===== config.mk =====
export PLATFORM = sky130hd
export DESIGN_NAME = uart_console_master
export DESIGN_NICKNAME = d
export VERILOG_FILES = /design/src/rtl/uart_console_master.sv
export SDC_FILE = /design/constraint.sdc
export NUM_CORES = 1
export LEC_CHECK = 0
export ABC_CLOCK_PERIOD_IN_PS = 2300
export CAP_MARGIN = 30
export CORE_ASPECT_RATIO = 0.75
export CORE_MARGIN = 2
export CORE_UTILIZATION = 38
export DETAILED_ROUTE_END_ITERATION = 8
export DONT_BUFFER_PORTS = 1
export PLACE_DENSITY = 0.61
export SLEW_MARGIN = 20
export SYNTH_ARGS = -nofsm -noshare
export SYNTH_HDL_FRONTEND = slang
export SYNTH_SLANG_ARGS = --single-unit

===== constraint.sdc =====
create_clock -name clk -period 2.3 [get_ports clk]
set_input_delay 0.345 -clock clk [delete_from_list [all_inputs] [get_ports clk]]
set_output_delay 0.345 -clock clk [all_outputs]
set_load 0.01 [all_outputs]

===== src/rtl/uart_console_master.sv =====
// uart_console_master: TileLink initiator feeding a memory-mapped UART from a
// local byte producer. Clears both UART FIFOs once after reset (CONTROL), then
// for each queued byte polls STATUS and writes the byte to TX_FIFO.
// Optional build macro UART_CONS_RX_EN adds receive polling and the
// rx_valid/rx_data outputs.
module uart_console_master #(
  parameter logic [63:0] BASE_ADDR  = 64'h0,
  parameter int          FIFO_DEPTH = 4,
  parameter int          POLL_GAP   = 16
) (
  input  logic        clk,
  input  logic        rst_n,
  input  logic        tx_valid,
  output logic        tx_ready,
  input  logic [7:0]  tx_data,
  output logic        busy,
`ifdef UART_CONS_RX_EN
  output logic        rx_valid,
  output logic [7:0]  rx_data,
`endif
  output logic        a_valid,
  input  logic        a_ready,
  output logic [2:0]  a_opcode,
  output logic [63:0] a_address,
  output logic [31:0] a_data,
  input  logic        d_valid,
  output logic        d_ready,
  input  logic [31:0] d_data
);

  localparam int PW = (FIFO_DEPTH > 1) ? $clog2(FIFO_DEPTH) : 1;
  localparam int CW = PW + 1;
  localparam int GW = $clog2(POLL_GAP + 1);
  localparam logic [CW-1:0] DEPTH_C  = CW'(FIFO_DEPTH);
  localparam logic [GW-1:0] GAP_LAST = GW'(POLL_GAP - 1);

  localparam logic [2:0]  OP_PUT   = 3'd0;
  localparam logic [2:0]  OP_GET   = 3'd4;
  localparam logic [63:0] OFF_RX   = 64'h0;
  localparam logic [63:0] OFF_TX   = 64'h4;
  localparam logic [63:0] OFF_STAT = 64'h8;
  localparam logic [63:0] OFF_CTRL = 64'hc;

  typedef struct packed {
    logic [2:0]  op;
    logic [63:0] addr;
    logic [31:0] data;
  } a_req_t;

  typedef enum logic [3:0] {
    S_INIT, S_INIT_HOLD, S_IDLE, S_STAT_REQ, S_STAT_RSP,
    S_BACKOFF, S_TX_REQ, S_TX_HOLD
`ifdef UART_CONS_RX_EN
    , S_RX_REQ, S_RX_RSP
`endif
  } state_t;

  state_t                       state;
  a_req_t                       req;
  logic [GW-1:0]                gap;
  logic [FIFO_DEPTH-1:0][7:0]   mem;
  logic [PW-1:0]                wr_ptr, rd_ptr;
  logic [CW-1:0]                count;
  logic                         push, pop, init_st;

  function automatic a_req_t mk(input logic [2:0] op, input logic [63:0] off,
                                input logic [31:0] data);
    return '{op: op, addr: BASE_ADDR + off, data: data};
  endfunction

  assign a_opcode  = req.op;
  assign a_address = req.addr;
  assign a_data    = req.data;

  assign init_st  = (state == S_INIT) || (state == S_INIT_HOLD);
  assign tx_ready = (count != DEPTH_C) && !init_st;
  assign busy     = (count != '0) || (state != S_IDLE);
  assign push     = tx_valid & tx_ready;
  assign pop      = (state == S_TX_REQ) & a_valid & a_ready;

  // Only Tx-Full (and Rx-Valid/data byte when receive is built in) are decoded.
`ifdef UART_CONS_RX_EN
  logic unused_d;
  assign unused_d = ^d_data[31:8];
`else
  logic unused_d;
  assign unused_d = ^{d_data[31:4], d_data[2:0]};
`endif

  // Byte storage; contents are don't-care until written, so no reset.
  always_ff @(posedge clk)
    if (push) mem[wr_ptr] <= tx_data;

  // FIFO pointers and occupancy; wrap is free because depth is a power of two.
  always_ff @(posedge clk or negedge rst_n) begin
    if (!rst_n) begin
      wr_ptr <= '0;
      rd_ptr <= '0;
      count  <= '0;
    end else begin
      if (push) wr_ptr <= wr_ptr + PW'(1);
      if (pop)  rd_ptr <= rd_ptr + PW'(1);
      case ({push, pop})
        2'b10:   count <= count + CW'(1);
        2'b01:   count <= count - CW'(1);
        default: count <= count;
      endcase
    end
  end

  // Bus sequencer; request fields are registered on entry to each request
  // state and left untouched afterwards so they are held past acceptance.
  always_ff @(posedge clk or negedge rst_n) begin
    if (!rst_n) begin
      state    <= S_INIT;
      a_valid  <= 1'b0;
      d_ready  <= 1'b0;
      req      <= '0;
      gap      <= '0;
`ifdef UART_CONS_RX_EN
      rx_valid <= 1'b0;
      rx_data  <= '0;
`endif
    end else begin
`ifdef UART_CONS_RX_EN
      rx_valid <= 1'b0;
`endif
      case (state)
        // First cycle out of reset raises the request; then wait for accept.
        S_INIT: begin
          if (!a_valid) begin
            a_valid <= 1'b1;
            req     <= mk(OP_PUT, OFF_CTRL, 32'h3);
          end else if (a_ready) begin
            a_valid <= 1'b0;
            state   <= S_INIT_HOLD;
          end
        end
        S_INIT_HOLD: begin
          state <= S_IDLE;
          gap   <= '0;
        end
        S_IDLE: begin
          if (count != '0) begin
            state   <= S_STAT_REQ;
            a_valid <= 1'b1;
            req     <= mk(OP_GET, OFF_STAT, 32'h0);
          end
`ifdef UART_CONS_RX_EN
          else if (gap == GAP_LAST) begin
            state   <= S_STAT_REQ;
            a_valid <= 1'b1;
            req     <= mk(OP_GET, OFF_STAT, 32'h0);
            gap     <= '0;
          end else begin
            gap <= gap + GW'(1);
          end
`endif
        end
        S_STAT_REQ: begin
          if (a_ready) begin
            a_valid <= 1'b0;
            d_ready <= 1'b1;
            state   <= S_STAT_RSP;
          end
        end
        S_STAT_RSP: begin
          if (d_valid) begin
            d_ready <= 1'b0;
`ifdef UART_CONS_RX_EN
            if (d_data[0]) begin
              state   <= S_RX_REQ;
              a_valid <= 1'b1;
              req     <= mk(OP_GET, OFF_RX, 32'h0);
            end else
`endif
            if (d_data[3]) begin
              state <= S_BACKOFF;
              gap   <= '0;
            end else if (count == '0) begin
              // Only reachable from an idle receive poll.
              state <= S_IDLE;
              gap   <= '0;
            end else begin
              state   <= S_TX_REQ;
              a_valid <= 1'b1;
              req     <= mk(OP_PUT, OFF_TX, {24'b0, mem[rd_ptr]});
            end
          end
        end
        S_BACKOFF: begin
          if (gap == GAP_LAST) begin
            state   <= S_STAT_REQ;
            a_valid <= 1'b1;
            req     <= mk(OP_GET, OFF_STAT, 32'h0);
            gap     <= '0;
          end else begin
            gap <= gap + GW'(1);
          end
        end
        S_TX_REQ: begin
          if (a_ready) begin
            a_valid <= 1'b0;
            state   <= S_TX_HOLD;
          end
        end
        S_TX_HOLD: begin
          state <= S_IDLE;
          gap   <= '0;
        end
`ifdef UART_CONS_RX_EN
        S_RX_REQ: begin
          if (a_ready) begin
            a_valid <= 1'b0;
            d_ready <= 1'b1;
            state   <= S_RX_RSP;
          end
        end
        S_RX_RSP: begin
          if (d_valid) begin
            d_ready  <= 1'b0;
            rx_data  <= d_data[7:0];
            rx_valid <= 1'b1;
            state    <= S_STAT_REQ;
            a_valid  <= 1'b1;
            req      <= mk(OP_GET, OFF_STAT, 32'h0);
          end
        end
`endif
        default: begin
          state   <= S_INIT;
          a_valid <= 1'b0;
          d_ready <= 1'b0;
        end
      endcase
    end
  end

endmodule


; After elaboration in Yosys (flattened, before gate mapping)
; Index checks and enable logic that the tools add are counted.
[classes]
n_addsub = 5
n_mul = 0
div_mod_pow = 0
order_cmp = 3
n_eq_ne = 24
shifts = 0
n_mux = 40
n_bitwise = 5
n_reduce_logical = 19
[op_table]
columns = operator, n
row1 = $mux W99, 6
row2 = $pmux W99 S4, 1
row3 = $bwmux W32, 1
row4 = $mux W4, 7
row5 = $pmux W4 S7, 1
row6 = $reduce_and A7 Y1, 3
row7 = $mux W5, 4
row8 = $ne A2 B2 Y1 const B, 10
row9 = $bmux W8 S2, 1
row10 = $demux W8 S2, 1
row11 = $eq A4 B3 Y1 const B, 4
row12 = $mux W8, 2
row13 = $pmux W5 S3, 1
row14 = $mux W1, 10
row15 = $eq A4 B2 Y1 const B, 2
row16 = $lt A2 B3 Y1 const B, 2
row17 = $mux W3, 2
row18 = $ne A3 B3 Y1 const B, 2
row19 = $pmux W1 S6, 1
row20 = $pmux W3 S2, 1
row21 = $reduce_and A3 Y1, 2
row22 = $reduce_bool A3 Y1, 2
row23 = $reduce_or A6 Y1, 1
row24 = $add A5 B1 Y5 const B, 1
row25 = other kinds (21), 28
[word_totals]
regBits = 149
latchBits = 0
ram_bits = 0
rom_bits = 0
output_inout_bits = 103
elab_cells = 110
memories = 0

; Logic depth before layout (Yosys ltp)
[logic_depth]
word_depth = 7
mapped_depth = 11
mapped_depth_nobuf = 10

; Worst setup path before layout
; OpenSTA, ideal clock, no wires.
[synth_path]
path_type = reg2reg
from = reg state[1]
to = reg count[2]
setup_ns = 0.125
t_arrival_ns = 2.210
required_ns = 2.175
slack_ns = -0.035
path_stages_with_launch = 12
path_buffers = 1
synth_period_minus_slack_ns = 2.335
path_cell_list = dfrtp_1 > clkbuf_1 > nor2_1 > a31oi_1 > and2_1 > inv_1 > ha_1 > inv_1 > fa_1 > xor2_1 > nor2_1 > xor2_1
[synth_via]
elab_chain_len = 7
word_cells_on_any_way = 13
[synth_rtl]
columns = element, line_no
row1 = start: declaration, 58  ; state_t state;
row2 = start signal: assignment, 115  ; state <= S_INIT;
row3 = start signal: assignment, 136  ; state <= S_INIT_HOLD;
row4 = start signal: assignment, 140  ; state <= S_IDLE;
row5 = $eq A4 B1 Y1 / $logic_not A4 Y1 (equally long branches), 75  ; assign init_st = (state == S_INIT) || (state == S_INIT_HOLD);
row6 = $logic_or A1 B1 Y1 (*), 75
row7 = $logic_not A1 Y1 (*), 76  ; assign tx_ready = (count != DEPTH_C) && !init_st;
row8 = $logic_and A1 B1 Y1 (*), 76
row9 = named net tx_ready, 14  ; output logic tx_ready,
row10 = $and A1 B1 Y1 (*), 78  ; assign push = tx_valid & tx_ready;
row11 = $eq A2 B1 Y1 / $eq A2 B2 Y1 (equally long branches), 103  ; case ({push, pop})
row12 = $pmux W3 S2 / $reduce_bool A2 Y1 (equally long branches), n/a
row13 = end signal: assignment, 104  ; 2'b10: count <= count + CW'(1);
row14 = end signal: assignment, 105  ; 2'b01: count <= count - CW'(1);
row15 = end signal: assignment, 106  ; default: count <= count;
row16 = end: declaration, 63  ; logic [CW-1:0] count;
; The timed path passes the listed nets; every way through them passes the cells marked *.
; A chain may end at the register's enable or synchronous reset.

; Final worst setup path
[layout_path]
from = reg state[2]
to = reg a_valid
[layout_via]
elab_chain_len = 4
word_cells_on_any_way = 19
[layout_rtl]
columns = element, line_no
row1 = $eq A4 B3 Y1 (tied with other cells), 128  ; case (state)
row2 = $reduce_or A2 Y1 (no source line), n/a
row3 = $ne A2 B1 Y1 (no source line) / $not A1 Y1 (equally long branches), n/a
row4 = $reduce_and A7 Y1 (no source line), n/a
row5 = end signal: assignment, 132  ; a_valid <= 1'b1;
row6 = end signal: assignment, 135  ; a_valid <= 1'b0;
row7 = end signal: assignment, 146  ; a_valid <= 1'b1;
row8 = end: declaration, 21  ; output logic a_valid,
; Several ways; a longest one is shown, not always the timed one.

==> impl_metrics.py <==
metrics = {
    "clocking": {
        "cts_tree": "yes",
        "clock_path_buffers": 2,
        "h-tree-depth": 3,
        "clkTransAtPathRegs_ns": 0.05,
        "cts_sinks": 60,
        "insertion_delay_ns": 0.33,
        "cts-buffers-inserted": 9,
        "cts-root-buf": "clkbuf_16",
    },
    "drt": {
        "route.detailed.drc": 0,
        "vias": 1791,
        "drt_iter0_markers": 115,
        "vias_per_cell": 4.34,
        "wirelength_mm": 5.40,
        "wl_per_cell_um": 13.1,
        "ant_nets": 0,
        "drtPass1Iterations": 4,
    },
    "floorplan": {
        "die_h_um": 85.5,
        "row_count": 29,
        "fp.dieArea_sq_um": 9640,
        "fp.coreArea_sq_um": 8530,
        "die_x_um": 113,
        "num_io_pins": 148,
        "initial_core_util_pct": 39.5,
    },
    "timing": {
        "rsz0062_at_grt": "false",
        "relSlewSlack_pct": 61.8,
        "final_max_slew_viol_count": 0,
        "fin_ws_ns": 0.197,
        "clock.fmax_ghz": 0.476,
        "fin_crit_sh_pct": 91.4,
        "fin_tns_setup_ns": 0,
        "hold_viol_final": 0,
        "final.min_clock_period_ns": 2.10,
        "timing.hold.ws_ns": 0.110,
        "worst_slew_pin_slew_ns": 0.572,
        "skew_ns": 0.00743,
        "finalSetupViolCount": 0,
    },
    "logic_synthesis": {
        "synth_seq_cells": 60,
        "yosys-top-cells-area": "edfxtp_1, dfrtp_1, buf_4",
        "syn_area_sq_um": 3370,
        "yosys.area.top_type": "edfxtp_1",
        "syn_avg_cell_area_sq_um": 11.7,
        "yosysUniqueCellTypes": 46,
        "ys_warn_count": 0,
        "synth_seq_area_share_pct": 49.3,
        "synth_edf_count": 32,
        "yosysTopAreaCellShare_pct": 28.5,
        "synth-async-reset-ratio_pct": 46.7,
        "ys.flop_type": "edfxtp_1",
        "synth_cells": 287,
    },
    "final_layout": {
        "drive_above_1_share_pct": 13.4,
        "multiInputGateArea_sq_um": 1300,
        "area_delta_synth_final_pct": 5.09,
        "seqCellArea_sq_um": 1660,
        "nets": 352,
        "n_antenna_cell": 0,
        "nFillCells": 791,
    },
    "critical_path": {
        "critPathTopFamily": "compound AO/OA/AOI/OAI gates",
        "critPathSlowestCell": "dfrtp_1",
        "worstSetupPathType": "reg -> reg",
        "required_ns": 2.51,
        "ff2ff_setup_slack_ns": 0.20,
        "cp.depth": 6,
        "start_kind": "flop",
        "crit_arrival_ns": 2.31,
        "slowest_delay_ns": 0.41,
        "critPathMaxFanout": 20,
        "critPathCaptureType": "flop",
        "reg2regPathDepth": 6,
        "critical_path_buf_inv_count": 1,
        "crit_chain": "buf_4 > and3b_1 > a22o_1 > a311oi_4 > o2111ai_1 > mux2_1",
    },
    "grt": {
        "antenna_found_initial": 0,
        "grt_usage_pct": 12.2,
        "grt_pass1_vias": 1644,
        "grt_max_degree": 29,
        "overflow": 0,
        "grt_pass1_wl_mm": 8.65,
    },
    "power": {
        "ir_drop_v": 0.000725,
        "p_leak_nw": 1.58,
        "power_density_nw_per_um2": 1290,
    },
    "run_status": {
        "status": "finished, final reports clean",
    },
    "placed_design": {
        "io_buffers": 0,
        "pre_cts_ws_ns": 0.197,
        "hpwlAfterDp_mm": 3.90,
        "gp_congestion": 0.813,
    },
    "hold_path": {
        "hold_path.class": "in -> reg",
        "hold_depth": 0,
    },
    "job": {
        "maxCapViolations": 0,
    },
}
==> path summary, 6_finish.rpt <==
path | from | endpoint
setup / recovery | state[2]$_DFFE_PN0P_ | a_valid$_DFFE_PN0P_
hold / removal | tx_data[5] | mem[5]$_DFFE_PP_
setup reg to reg | state[2]$_DFFE_PN0P_ | a_valid$_DFFE_PN0P_
hold reg to reg | count[0]$_DFFE_PN0P_ | count[0]$_DFFE_PN0P_
max in group asynchronous | rst_n | a_data[2]$_DFFE_PN0P_
min in group asynchronous | rst_n | a_valid$_DFFE_PN0P_
==> Yosys cell counts (all sizes together), types with 2 or more instances <==
cell type   n
nand2      17
nor3        2
a31oi       3
dfrtp      28
clkbuf      4
mux2i       4
and3       10
a21oi       2
ha          6
nor2       11
and2        2
mux4        8
o21ai      10
nand3       3
edfxtp     32
nand3b      2
buf        93
xnor2       3
a22o        2
xor2        3
inv        12
mux2        9
==> final cells by class <==
| type | instances | area share [%] |
|---|---|---|
| multi-input combinational | 205 | 36.7 |
| clock inverter | 5 | 1.48 |
| timing repair buffer | 12 | 2.97 |
| tap | 108 | 3.82 |
| clock buffer | 11 | 6.86 |
| inverter | 12 | 1.27 |
| sequential | 60 | 46.9 |
==> through the flow <==
stage,cells,instance area [sq um],utilization [%],total power [mW]
after global placement,395,3210,37.7,3.25
after CTS,413,3540,41.5,4.63
final,413,3540,41.5,4.58
after global routing,413,3540,41.5,4.90
after detailed placement,395,3210,37.7,3.29
after floorplan,374,3700,-,2.98
==> power by group <==
part	internal [mW]	leakage, nW	switching [mW]	total (mW)
Combinational	0.699	0.807	0.886	1.59
Clock	0.858	0.137	0.445	1.30
Sequential	1.46	0.637	0.235	1.69
Total	3.02	1.58	1.57	4.58
==> what timing repair did <==
action	CTS	global route
endpoints found under the setup margin	0	1
hold endpoints to repair	28	0
hold buffers	2	0
resized for setup	0	1
buffers inserted	0	0
==> per-layer routing <==
layer  track usage, %  part of all wire (%)  up-vias
met3             6.86                   9.1        7
met2             16.8                    44       81
met4             4.99                   1.4        0
li1                 -                     -      846
met1             15.9                    45      857
met5                0                     0        -
==> registers in the layout (all words and copies together) (netlist names) <==
name / cells
rd_ptr: 2
mem: 32
d_ready: 1
a_valid: 1
wr_ptr: 2
a_opcode: 1
a_address: 2
a_data: 8
state: 3
gap: 5
count: 3
==> cell usage in the layout, fill, tap and decap left out, types with 2 or more instances in the layout <==
cell type | netlist | routed
mux2i_1 | 4 | 4
mux4_2 | 8 | 8
nand2_1 | 17 | 17
o21ai_0 | 10 | 10
buf_4 | 88 | 10
mux2_2 | 6 | 6
a31oi_1 | 3 | 2
and2_1 | 2 | 2
and3_1 | 10 | 10
clkbuf_16 | 0 | 9
edfxtp_1 | 32 | 32
clkinvlp_4 | 0 | 2
clkinv_1 | 0 | 2
xor2_1 | 3 | 3
nand3b_1 | 2 | 2
ha_1 | 6 | 6
conb_1 | 1 | 88
nor3_1 | 2 | 2
mux2_1 | 3 | 3
xnor2_1 | 3 | 3
a22o_1 | 2 | 2
nor2_1 | 11 | 10
nand3_1 | 3 | 3
dfrtp_1 | 28 | 28
a21oi_1 | 2 | 2
inv_1 | 12 | 12
==> logic make-up (layout without fill, tap and decap cells) <==
| kind of cell | after synthesis | in the layout | share of synthesized area [%] |
|---|---|---|---|
| AOI/OAI and AO/OA | 29 | 29 | 6.43 |
| adders and majority gates | 7 | 7 | 2.82 |
| other | 1 | 88 | 0.111 |
| buffers and inverters | 109 | 40 | 22.1 |
| and+or+nand+nor | 54 | 54 | 8.10 |
| xor gates and xnor gates | 6 | 6 | 1.56 |
| DFF | 60 | 60 | 49.3 |
| muxes | 21 | 21 | 9.55 |
No activity file was read; power rests on OpenSTA's default activity.
